File: config.mk
export PLATFORM = sky130hd
export DESIGN_NAME = axi4stream_input_buffer
export DESIGN_NICKNAME = d
export VERILOG_FILES = /design/src/rtl/axi4stream_input_buffer.sv
export SDC_FILE = /design/constraint.sdc
export NUM_CORES = 1
export LEC_CHECK = 0
export ABC_AREA = 0
export BUFFER_PORTS_ARGS = -buffer_cell sky130_fd_sc_hd__buf_2
export CAP_MARGIN = 0
export CORE_MARGIN = 2
export CORE_UTILIZATION = 40
export CTS_CLUSTER_SIZE = 14
export DETAILED_ROUTE_END_ITERATION = 8
export PLACE_DENSITY_LB_ADDON = 0.08
export SLEW_MARGIN = 20
export SYNTH_ARGS = -nofsm -noshare
export SYNTH_HDL_FRONTEND = slang
export SYNTH_SLANG_ARGS = --single-unit
File: constraint.sdc
create_clock -name aclk -period 2 [get_ports aclk]
set_input_delay 0.1 -clock aclk [delete_from_list [all_inputs] [get_ports aclk]]
set_output_delay 0.1 -clock aclk [all_outputs]
set_load 0.005 [all_outputs]
File: src/rtl/axi4stream_input_buffer.sv
// Packs consecutive narrow AXI4-Stream beats into one wide word.
// First beat is least significant; the final beat fills only the top slot's LSBs.
module axi4stream_input_buffer #(
  parameter int AXI_WIDTH         = 8,
  parameter int BUFFER_WIDTH      = 35,
  parameter int LAST_PACKET_WIDTH = 3
) (
  input  logic                    aclk,
  input  logic                    areset,
  input  logic [AXI_WIDTH-1:0]    tdata,
  input  logic                    tvalid,
  input  logic                    tlast,
  output logic                    tready,
  output logic [BUFFER_WIDTH-1:0] myBuffer,
  output logic                    valid
);

  localparam int NUM_BEATS =
    (BUFFER_WIDTH + AXI_WIDTH - 1) / AXI_WIDTH;
  localparam int CW =
    (NUM_BEATS > 1) ? $clog2(NUM_BEATS) : 1;
  localparam int AW = (NUM_BEATS - 1) * AXI_WIDTH;
  localparam logic [CW-1:0] LAST_SLOT = CW'(NUM_BEATS - 1);

  logic [CW-1:0]           cnt_q, cnt_d;
  logic [AW-1:0]           asm_q, asm_d;
  logic [BUFFER_WIDTH-1:0] buf_q, buf_d;
  logic                    valid_q, valid_d;
  logic                    tready_q;
  logic                    accept;
  logic                    final_beat;

  assign accept     = tvalid && tready_q;
  assign final_beat = tlast || (cnt_q == LAST_SLOT);

  always_comb begin
    cnt_d   = cnt_q;
    asm_d   = asm_q;
    buf_d   = buf_q;
    valid_d = 1'b0;
    if (accept) begin
      if (final_beat) begin
        // Unwritten slots of a short frame are already zero in asm_q.
        buf_d   = {tdata[LAST_PACKET_WIDTH-1:0], asm_q};
        valid_d = 1'b1;
        cnt_d   = '0;
        asm_d   = '0;
      end else begin
        for (int k = 0; k < NUM_BEATS - 1; k++) begin
          if (cnt_q == CW'(k)) begin
            asm_d[k*AXI_WIDTH +: AXI_WIDTH] = tdata;
          end
        end
        cnt_d = cnt_q + CW'(1);
      end
    end
  end

  always_ff @(posedge aclk) begin
    if (areset) begin
      cnt_q    <= '0;
      asm_q    <= '0;
      buf_q    <= '0;
      valid_q  <= 1'b0;
      tready_q <= 1'b0;
    end else begin
      cnt_q    <= cnt_d;
      asm_q    <= asm_d;
      buf_q    <= buf_d;
      valid_q  <= valid_d;
      tready_q <= 1'b1;
    end
  end

  assign tready   = tready_q;
  assign myBuffer = buf_q;
  assign valid    = valid_q;

endmodule

==> metrics.md <==
| Metric | Value |
|---|---|
| Die area | roughly 0.0077 mm² |
| Largest stage delay on the critical path | between 0.3 and 0.4 ns |
| Clk_lat worst skew | around 0.34 ns |
| Multi-input gate area | between 0.001 and 0.0015 mm² |
| Area grow syn2layout | 19.2% |
| Status | finished clean |
| Design area | 0.00337 mm² |
| Arr. time, crit path | just under 2 ns |
| Clk buf depth | 2 |
| Endpoint, Worst Hold | asm_q[15] |
| Sw Share | 0.229 |
| Antenna-violating nets left | 0 |
| Worst setup path start | cnt_q[0] |
| Worst hold start | tdata[7] |
| Finished Core Util | 0.495 |
| Routed WL | 6650 µm |
| Clock buffer count from CTS | 9 |
| Syn avg cell area | about 9.8 µm² |
| Largest net degree at the start of global routing | 38 |
| Placed instance area | 0.00316 mm² |
| FF-to-FF setup slack | about 0.25 ns |
| Setup CP Type | reg2reg |
| Cell at the slowest stage of the critical path | dfxtp_1 |
| Post-synthesis sequential area ratio | 0.511 |
| Clock network power share | 0.420 |
| Post-Synthesis Cells | between 200 and 300 |
| Fill count | around 690 |
| Vert. Die Dim | ~88 µm |
| Most common cell after layout, fill and taps aside | dfxtp_1 |
| Layout Nets | 351 |
| Psw | 643 µW |
| Achievable Freq | 572 MHz |
| Post-DR wirelength/cell | about 15 µm |
| RSZ-0062 raised after global routing | no |
| Hold WS | about 0.054 ns |
| Boundary pin count | between 40 and 50 |
| Relative slew slack | 0.567 |
| Sequential Power Share | 0.517 |
| Root buf cell | clkbuf_8 |
| Clock slew at reported path FFs | around 0.070 ns |
| Die Width | 88.0 µm |
| DR pass1 iterations | 4 |
| Core Rows | 30 |
| Reg2reg start | cnt_q[0] |
| Initial cell density of the core | 0.415 |
| Crit path required time | around 2.2 ns |
| Cts hold-fix bufs | 0 |
| Total congestion overflow | 0 |
| H-Tree Depth | 3 |
| Flip-flop and latch count after synthesis | 72 |
| Final setup fails | 0 |
| Initial antenna violation count | 0 |
| CTS tree | done |
| Final clock skew | ~0.0066 ns |
| Clk sinks | 72 |
| Reg2reg end | myBuffer[9] |
| Hold depth | 2 |
| Most frequent cells in the layout | dfxtp_1, buf_2, nand2b_1, nor3_1, a31o_2 |
| Number of max-cap violations | 0 |
| Syn_nets | 304 |
| Setup TNS | 0 ns |
| Worst-Margin Slew | 0.650 ns |
| CP endpoint kind | flop |
| Lkg Pwr | roughly 0.0013 µW |
| Residual DRC | 0 |
| PostCTS Resize Cnt | 0 |
| Layout cells sized above 1 | 0.311 |
| Antenna cells | 0 |
| Count of final max-slew check failures | 0 |
| Detail-routed via count per cell | around 5.2 |
| Reg2reg path depth | 6 |
| Final hold vios | 0 |
| Int Power | around 2200 µW |
| Max rail drop VDD | between 500 and 600 µV |
| Register area | between 0.001 and 0.0015 mm² |
| Final period util | 0.874 |
| CP max FO | 11 |
| Crit start category | flop |
| Logic gate share of total power | 0.063 |
| Warnings, synthesis | 0 |
| Post-Syn Area | between 0.002 and 0.003 mm² |
| Iter 0 DRT Violations | 63 |
| All-Layer GR Usage | 0.185 |
| Power per cell area | between 800 and 900 mW/mm² |
| Class of the worst hold path | in2reg |
| Gpl congestion | about 0.76 |
| Core Footprint | 0.00679 mm² |
| Detailed placement HPWL | 4350 µm |
| PortBufs | 48 |
| Crit path max-delay family | compound AO/OA/AOI/OAI gates |
| Vias | around 2300 |
| Buf+Inv Stages, Crit Path | 2 |
| Postcts setup bufs | 0 |
| Synth cell types | 32 |
| Vias in the first global route | 2106 |
| Final min period | 1.75 ns |
| Cell chain of the critical path | inv_1 -> ha_1 -> a21oi_4 -> buf_4 -> nor3_1 -> a31o_2 |
| First-pass GRT wire length | 10800 µm |
## sequential cells by signal, indices dropped and copies added (netlist names)
register / flops
myBuffer: 35
asm_q: 32
cnt_q: 3
tready: 1
valid: 1
## final cells by class
cell class              count  area share
flip-flops and latches     72       0.428
inverters                   8     0.00892
multi-input cells         184       0.367
well taps                  96      0.0357
repair buffers             59      0.0996
clock inverters             3      0.0119
clock buffers              12      0.0491
## worst register-to-register path: cells and delay by family (launching register included)
| family | cells | cell delay (ns) |
|---|---|---|
| buffers and inverters | 2 | 0.34 |
| AOI/OAI and AO/OA | 2 | 0.58 |
| and+or+nand+nor | 1 | 0.07 |
| DFF | 1 | 0.38 |
| adders and majority gates | 1 | 0.27 |
## logic make-up (layout without fill, tap and decap cells)
group,Yosys count,count (layout),synth area share
compound gates,85,85,0.223
buf+inv,31,82,0.0550
simple gates,94,94,0.189
fa+ha+maj,5,5,0.0222
flops,72,72,0.511
## cell usage after synthesis (all sizes together)
cell type,n,area share
ha,5,0.022
a21oi,22,0.043
and2,1,0.0022
nor4,2,0.015
o21ai,8,0.014
a31o,27,0.084
o32ai,4,0.012
clkbuf,5,0.0066
buf,18,0.038
a21o,1,0.0027
o21a,1,0.0027
inv,8,0.011
nand2,13,0.018
nand3,19,0.035
nand2b,29,0.064
nor2,1,0.0013
o22ai,4,0.0089
o211a,1,0.0035
or3,1,0.0022
o211ai,1,0.0027
nor3,27,0.048
nand4,1,0.0022
dfxtp,72,0.51
o2bb2ai,16,0.050
## metal layers
layer / track usage / wire (µm) / part of all wire
met5: 0 / 0 / 0
met3: 0.0339 / 214 / 0.032
met2: 0.281 / 3020 / 0.45
met1: 0.259 / 3310 / 0.50
met4: 0.0755 / 106 / 0.016
## worst max path at each step
stage                         to  slack [ns]  depth (start not counted)
global placement    myBuffer[31]        0.31                          5
floorplan           myBuffer[25]        0.47                          6
detailed placement   myBuffer[9]        0.25                          6
global route        myBuffer[32]        0.11                          5
CTS                  myBuffer[9]        0.24                          6
finish               myBuffer[9]        0.25                          6
## metrics by stage
step / setup slack [ns] / total power, µW / cells
2_1_floorplan: 0.472 / 1590 / 287
3_3_place_gp: 0.307 / 1660 / 419
3_5_place_dp: 0.249 / 1660 / 419
4_1_cts: 0.236 / 2840 / 434
5_1_grt: 0.111 / 2930 / 434
6_report: 0.252 / 2810 / 434
## power groups by stage
stage          combinational, µW  clock [µW]  sequential (µW)
3_5_place_dp                 179           0             1480
4_1_cts                      179        1210             1450
6_report                     176        1180             1450
5_1_grt                      194        1280             1450
2_1_floorplan                111           0             1480
3_3_place_gp                 177           0             1480
(Power assumes the default switching activity.)
